[src/rtl/card_pkg.sv]
// Shared types and constants for the card dealer.
// Build option CARD_DEALER_SHOE_EN (used by card_dealer) selects the finite shoe.
package card_pkg;

  typedef logic [3:0] card_t;

  localparam card_t CARD_NONE = 4'd0;
  localparam card_t RANK_ACE  = 4'd1;
  localparam card_t RANK_KING = 4'd13;

  localparam int NUM_RANKS = 13;
  // Per-rank stock width: holds 4 x NUM_DECKS for up to 15 decks.
  localparam int COUNT_W   = 6;
  // Whole-shoe count width: holds 52 x NUM_DECKS for up to 15 decks.
  localparam int LEFT_W    = 10;

  typedef enum logic [1:0] {
    IDLE   = 2'd0,
    SEARCH = 2'd1,
    DEAL   = 2'd2
  } dealer_state_t;

  // Cards of one rank in a full shoe.
  function automatic logic [COUNT_W-1:0] cards_per_rank(input int num_decks);
    return COUNT_W'(4 * num_decks);
  endfunction

  // Next rank in the A..K cycle, wrapping K back to A.
  function automatic card_t next_rank(input card_t rank);
    return (rank == RANK_KING) ? RANK_ACE : card_t'(rank + 4'd1);
  endfunction

endpackage

[src/rtl/card_dealer_rank_counter.sv]
// Rank counter cycling 1..13. Used both as the free-running entropy source
// and, with load/advance, as the probe pointer during a search.
module rank_counter
  import card_pkg::*;
(
  input  logic  fast_clock,
  input  logic  reset,
  input  logic  load,
  input  card_t load_value,
  input  logic  advance,
  output card_t value
);

  card_t value_reg;

  // Load takes priority over advance; reset parks the counter on the ace.
  always_ff @(posedge fast_clock) begin
    if (reset) begin
      value_reg <= RANK_ACE;
    end else if (load) begin
      value_reg <= load_value;
    end else if (advance) begin
      value_reg <= next_rank(value_reg);
    end
  end

  assign value = value_reg;

endmodule

[src/rtl/card_dealer.sv]
// Card dealer: returns one rank per request, chosen by sampling a free-running
// rank counter. Define CARD_DEALER_SHOE_EN for a finite shoe with per-rank
// stock; without it the deck is infinite and every request deals the sample.
module card_dealer
  import card_pkg::*;
#(
  parameter int NUM_DECKS = 8
)
(
  input  logic              fast_clock,
  input  logic              reset,
  input  logic              deal_req,
  input  logic              shuffle,
  output card_t             new_card,
  output logic              card_valid,
  output logic              busy,
  output logic              shoe_empty,
  output logic [LEFT_W-1:0] cards_left
);

  dealer_state_t state_reg;
  dealer_state_t state_next;
  card_t         rank_now;
  card_t         probe_value;
  card_t         new_card_reg;
  logic          accept;
  logic          probe_hit;
  logic          probe_advance;
  logic          shuffle_take;
  logic          last_miss;

  // A refill in the same cycle as a request wins; the request is dropped.
  assign accept        = (state_reg == IDLE) && deal_req && !shuffle_take;
  assign probe_advance = (state_reg == SEARCH) && !probe_hit;

  // Free-running source of randomness, advancing every cycle.
  rank_counter u_free_counter (
    .fast_clock (fast_clock),
    .reset      (reset),
    .load       (1'b0),
    .load_value (RANK_ACE),
    .advance    (1'b1),
    .value      (rank_now)
  );

  // Probe pointer: captures the sample on accept, steps past empty ranks.
  rank_counter u_probe (
    .fast_clock (fast_clock),
    .reset      (reset),
    .load       (accept),
    .load_value (rank_now),
    .advance    (probe_advance),
    .value      (probe_value)
  );

`ifdef CARD_DEALER_SHOE_EN

  localparam logic [COUNT_W-1:0] FULL_COUNT = cards_per_rank(NUM_DECKS);
  localparam logic [LEFT_W-1:0]  FULL_SHOE  = LEFT_W'(52 * NUM_DECKS);

  logic [COUNT_W-1:0]   count_reg [NUM_RANKS];
  logic [NUM_RANKS-1:0] rank_stocked;
  logic [3:0]           miss_cnt_reg;
  logic [LEFT_W-1:0]    cards_left_reg;
  logic                 shoe_empty_reg;
  logic                 take_card;

  assign shuffle_take = (state_reg == IDLE) && shuffle;
  assign probe_hit    = rank_stocked[probe_value - RANK_ACE];
  assign take_card    = (state_reg == SEARCH) && probe_hit;
  // Twelve misses already seen, so the current miss is the thirteenth.
  assign last_miss    = (miss_cnt_reg == 4'(NUM_RANKS - 1));

  generate
    for (genvar gi = 0; gi < NUM_RANKS; gi++) begin : g_rank
      assign rank_stocked[gi] = (count_reg[gi] != '0);

      // Per-rank stock: refilled on reset/shuffle, drained one card per deal.
      always_ff @(posedge fast_clock) begin
        if (reset || shuffle_take) begin
          count_reg[gi] <= FULL_COUNT;
        end else if (take_card && (probe_value == card_t'(gi + 1))) begin
          count_reg[gi] <= count_reg[gi] - COUNT_W'(1);
        end
      end
    end
  endgenerate

  // Consecutive empty probes within the current search.
  always_ff @(posedge fast_clock) begin
    if (reset || accept) begin
      miss_cnt_reg <= '0;
    end else if (probe_advance) begin
      miss_cnt_reg <= miss_cnt_reg + 4'd1;
    end
  end

  // Shoe totals, updated on the same edge that loads new_card.
  always_ff @(posedge fast_clock) begin
    if (reset || shuffle_take) begin
      cards_left_reg <= FULL_SHOE;
      shoe_empty_reg <= 1'b0;
    end else begin
      if (take_card) begin
        cards_left_reg <= cards_left_reg - LEFT_W'(1);
      end
      if (probe_advance && last_miss) begin
        shoe_empty_reg <= 1'b1;
      end
    end
  end

  assign cards_left = cards_left_reg;
  assign shoe_empty = shoe_empty_reg;

`else

  // Infinite deck: the first probe always hits and shuffle has no effect.
  assign shuffle_take = 1'b0;
  assign probe_hit    = 1'b1;
  assign last_miss    = 1'b0;
  assign cards_left   = '0;
  assign shoe_empty   = 1'b0;

  logic unused_ok;
  assign unused_ok = &{1'b0, shuffle, cards_per_rank(NUM_DECKS)};

`endif

  // Controller state register.
  always_ff @(posedge fast_clock) begin
    if (reset) begin
      state_reg <= IDLE;
    end else begin
      state_reg <= state_next;
    end
  end

  // Next-state logic: one probe per SEARCH cycle, one DEAL cycle per card.
  always_comb begin
    state_next = state_reg;
    unique case (state_reg)
      IDLE:    if (accept) state_next = SEARCH;
      SEARCH: begin
        if (probe_hit) begin
          state_next = DEAL;
        end else if (last_miss) begin
          state_next = IDLE;
        end
      end
      DEAL:    state_next = IDLE;
      default: state_next = IDLE;
    endcase
  end

  // Dealt rank holds until the next successful probe.
  always_ff @(posedge fast_clock) begin
    if (reset) begin
      new_card_reg <= CARD_NONE;
    end else if ((state_reg == SEARCH) && probe_hit) begin
      new_card_reg <= probe_value;
    end
  end

  assign new_card   = new_card_reg;
  assign card_valid = (state_reg == DEAL);
  assign busy       = (state_reg != IDLE);

endmodule

[config.mk]
export PLATFORM = sky130hd
export DESIGN_NAME = card_dealer
export DESIGN_NICKNAME = d
export VERILOG_FILES = /design/src/rtl/card_pkg.sv /design/src/rtl/card_dealer_rank_counter.sv /design/src/rtl/card_dealer.sv
export SDC_FILE = /design/constraint.sdc
export NUM_CORES = 1
export LEC_CHECK = 0
export BUFFER_PORTS_ARGS = -buffer_cell sky130_fd_sc_hd__buf_2
export CAP_MARGIN = 20
export CORE_UTILIZATION = 47
export CTS_BUF_LIST = sky130_fd_sc_hd__clkbuf_16
export CTS_CLUSTER_DIAMETER = 80
export DETAILED_ROUTE_END_ITERATION = 10
export PLACE_DENSITY = 0.75
export SYNTH_ARGS = -nofsm -noshare
export SYNTH_HDL_FRONTEND = slang
export SYNTH_SLANG_ARGS = --single-unit
[constraint.sdc]
create_clock -name fast_clock -period 1.5 [get_ports fast_clock]
set_input_delay 0.3 -clock fast_clock [delete_from_list [all_inputs] [get_ports fast_clock]]
set_output_delay 0.3 -clock fast_clock [all_outputs]
set_load 0.05 [all_outputs]
After elaboration in Yosys (flattened, before gate mapping) --
Cells that the tools add are included.
Storage, ports and cells: register bits 14, input port bits 4, output and inout bits 17, logic and storage cells 15
Operators by class: add/sub/neg operators 1, eq/ne operators 4, multiplexer cells 2, reduce and logical (&&, ||, !) cells 4
Operators by type and width (count):
- 4-bit by 1-bit adder with 4-bit output, second input constant | 1
- 4-bit equality test, second input constant | 1
- 2-bit one-hot mux with 2 select lines | 1
- 2-bit by 1-bit equality test with 1-bit output, second input constant | 1
- 2-bit equality test, second input constant | 1
- 2-bit zero test | 1
- 2-bit 2-to-1 mux | 1
- 2-bit != test, second input constant | 1
- 2-bit nonzero test | 1
- 2-bit OR reduction | 1
- 1-bit logical AND | 1

Depth between registers and ports, before layout --
depth in word-level cells 4, depth in mapped cells 5

By module --
From an unflattened synthesis, not the netlist that was laid out.
Unflattened totals: cells, all modules 91, area, all modules 795.8 um^2
Modules (own cells, without submodules):
- rank_counter | times used 2, cells an instance 27, area each 221.5 um^2
- card_dealer | times used 1, cells an instance 37, area each 352.8 um^2

Worst setup path after synthesis --
Ideal clock, no wire load.
path kind register -> output, start register state_reg[0], end output card_valid, arrival time 0.802 ns, data required time 1.200 ns, path slack 0.398 ns, cell stages (with the launch flop) 2, path buffers 0, cells stage by stage dfxtp_1 > and2b_1
On the way: word-level cells in the longest chain between the ends 1
RTL lines:
- from (decl) | line card_dealer.sv:21 | dealer_state_t state_reg;
- from (signal assigned) | line card_dealer.sv:135 | state_reg <= state_next;
- 2-bit equality test | line card_dealer.sv:166 | assign card_valid = (state_reg == DEAL);
- to (decl) | line card_dealer.sv:15 | output logic card_valid,
Every way passes these cells.

Final worst setup path --
start register state_reg[0], end output busy
On the way: word-level cells in the longest chain between the ends 1
RTL lines:
- 2-bit nonzero test | line card_dealer.sv:167 | assign busy = (state_reg != IDLE);
- to (decl) | line card_dealer.sv:16 | output logic busy,
Every way passes these cells.

==> out/qor.log <==
qor: final_layout.synthToLayoutAreaGrowth 13.10%
qor: die.placeableCoreArea 1171 sq um
qor: detailed_routing.drt_drc_violations_left 0
qor: yosys.synth-seq-cells 14
qor: clocking.root_buf_cell clkbuf_16
qor: power_and_ir_drop.maximum_vdd_ir_drop 873.2 uV
qor: final_layout.antenna_cells_inserted 0
qor: status.status completed
qor: detailed_routing.drt-pass1-iter-count 4
qor: global_route.first_global_vias 356
qor: worst_hold_path.hold_path.class input pin to flip-flop
qor: global_route.overflow 0
qor: yosys.netlist_instances 64
qor: timing.fin_ws 109.1 ps
qor: yosys.ys.flop_type dfxtp_1
qor: yosys.netlist_top_cells_count dfxtp_1, buf_4, nor2_1
qor: clocking.cts_post_setup_buffers_inserted 0
qor: setup_path.type_of_origin_of_the_critical_path flip-flop
qor: yosys.yosysTopAreaCellShare 44.44%
qor: detailed_routing.vias 405
qor: timing.finalSetupTns 0 ps
qor: clocking.clkSlewWorstSetupHoldPaths 50 ps
qor: die.total_die_area 1492 sq um
qor: setup_path.timing.critical_path.cells or2_2, buf_2
qor: die.start_util 53.85%
qor: clocking.clock_insertion_delay_worst_skew 240 ps
qor: yosys.number_of_enable_flip_flop_cells_after_synthesis 0
qor: setup_path.setup.worst_path.end_class primary output
qor: clocking.ctsHtreeMaxLevel 1
qor: clocking.clk_path_buf_depth 2
qor: clocking.postCtsResizedCells 0
qor: final_layout.layout.core_utilization 60.90%
qor: timing.post-route-min-period 1391 ps
qor: setup_path.regToRegSetupSlack 320 ps
qor: setup_path.slowest_stage dfxtp_1
qor: place.detailed_place_hpwl 589.3 microns
qor: power_and_ir_drop.leakage 0.3500 nW
qor: yosys.post-synth-top-count-cell dfxtp_1
qor: yosys.synthesis.area_per_instance 9.853 sq um
qor: yosys.synth_area 630.6 sq um
qor: setup_path.worst-path-max-fanout 4
qor: final_layout.final_nets 80
qor: global_route.grt_first_pass_wirelength 1442 microns
qor: yosys.seq_area_frac_synth 44.44%
qor: power_and_ir_drop.power_density 1496 nW/um^2
qor: clocking.clkSinkCount 14
qor: yosys.ys_types 21
qor: power_and_ir_drop.p_total 1.067 mW
qor: detailed_routing.antenna_left 0
qor: setup_path.worst_ep_required_time 1200 ps
qor: place.gp_congestion 0.7013
qor: timing.final_clock_skew 1.431 ps
qor: clocking.cts_tree done
qor: timing.timing.final.crit_share 92.73%
qor: final_layout.drive_above_1_share 17.81%
qor: run.max_cap_violations 0
qor: timing.final-setup-viol-count 0
qor: yosys.postSynth.asyncResetShare 0%
qor: detailed_routing.detail_route.vias_per_cell 4.655
qor: detailed_routing.routed_length_per_placed_instance 10.03 microns
qor: setup_path.worst-setup-path-type flip-flop to primary output
qor: global_route.grt_max_degree 15
qor: die.number_of_placement_rows 12
qor: timing.unrepaired_setup_endpoints_after_global_routing no
qor: timing.report.final.slew_viol_count 0
qor: setup_path.timing.critical_path.slowest_cell_delay 340 ps
qor: global_route.antenna_found_initial 0
qor: clocking.postCtsHoldBufs 0
qor: detailed_routing.drt_first_iter_violations 8
qor: detailed_routing.drt-total-wl 873 microns
qor: timing.clock.fmax 0.7190 GHz
qor: yosys.netlist_top_cells_area dfxtp_1, buf_4, mux2i_1
qor: place.numPortBuffers 8
qor: place.pre_cts_ws 321.7 ps
qor: timing.finalHoldViolCount 0
qor: yosys.synth-warning-count 0
qor: clocking.numCtsBuffers 3
qor: yosys.synth_largest_area_cell dfxtp_1
qor: die.die_w 38.63 microns
qor: setup_path.timing.critical_path.arrival 1090 ps
qor: global_route.grt_util_all_layers 14.89%
qor: die.io-pin-count 21
qor: die.die_height 38.63 microns
[worst max-delay path: cells and delay by family (launching register included)]
family	cells	cell delay [ps]
DFF	1	340
and+or+nand+nor	1	300
buffers and inverters	1	210
[layout by cell type, fill, tap and decap left out, types with 2 or more instances in the layout]
master / n
mux2i_1: 8
conb_1: 11
a21oi_1: 3
nor2_1: 9
buf_2: 8
clkbuf_16: 3
inv_1: 2
nor2b_1: 2
dfxtp_1: 14
ha_1: 2
[cell families after synthesis]
kind of cell	after synthesis	synth area share, %
simple gates	19	18.06
buf+inv	15	15.67
flops	14	44.44
mux	8	12.70
compound gates	5	4.562
fa+ha+maj	2	3.968
other cells	1	0.5947
[cell type report]
class,count,area [sq um]
sequential,14,280.3
clock inverter,1,3.754
inverter,2,7.507
multi-input combinational,45,289.0
fill,111,457.9
tap,14,17.52
timing repair buffer,8,40.04
clock buffer,3,75.07
[final timing paths]
kind                              startpoint                to  cells after the start
worst min-delay path                   reset       new_card[3]                      2
worst min register to register   new_card[3]       new_card[3]                      2
worst max-delay path            state_reg[0]              busy                      2
worst max register to register  state_reg[0]  u_probe.value[0]                      3
[stage by stage]
step                      instance area [sq um]  hold slack (ps)  cells
after floorplan                           668.1            371.6     74
after global placement                    634.4            468.4     83
after detailed placement                  634.4            480.5     83
after CTS                                 713.2            391.8     87
after global routing                      713.2            417.3     87
final                                     713.2            393.1     87
[per-layer routing]
layer | vias to the layer above | wire, microns | track usage, %
met5 | - | 0 | 0
met4 | 0 | 0 | 5.172
met3 | 0 | 53 | 8.671
met2 | 13 | 393 | 23.33
met1 | 188 | 427 | 16.61
li1 | 204 | - | -
[where the power goes]
| group | total (mW) | internal (mW) | switching, mW |
|---|---|---|---|
| logic | 0.156 | 0.0398 | 0.116 |
| clock network | 0.497 | 0.352 | 0.145 |
| registers | 0.415 | 0.394 | 0.0205 |
| total | 1.07 | 0.786 | 0.281 |
Power figures use the tool's default switching activity.
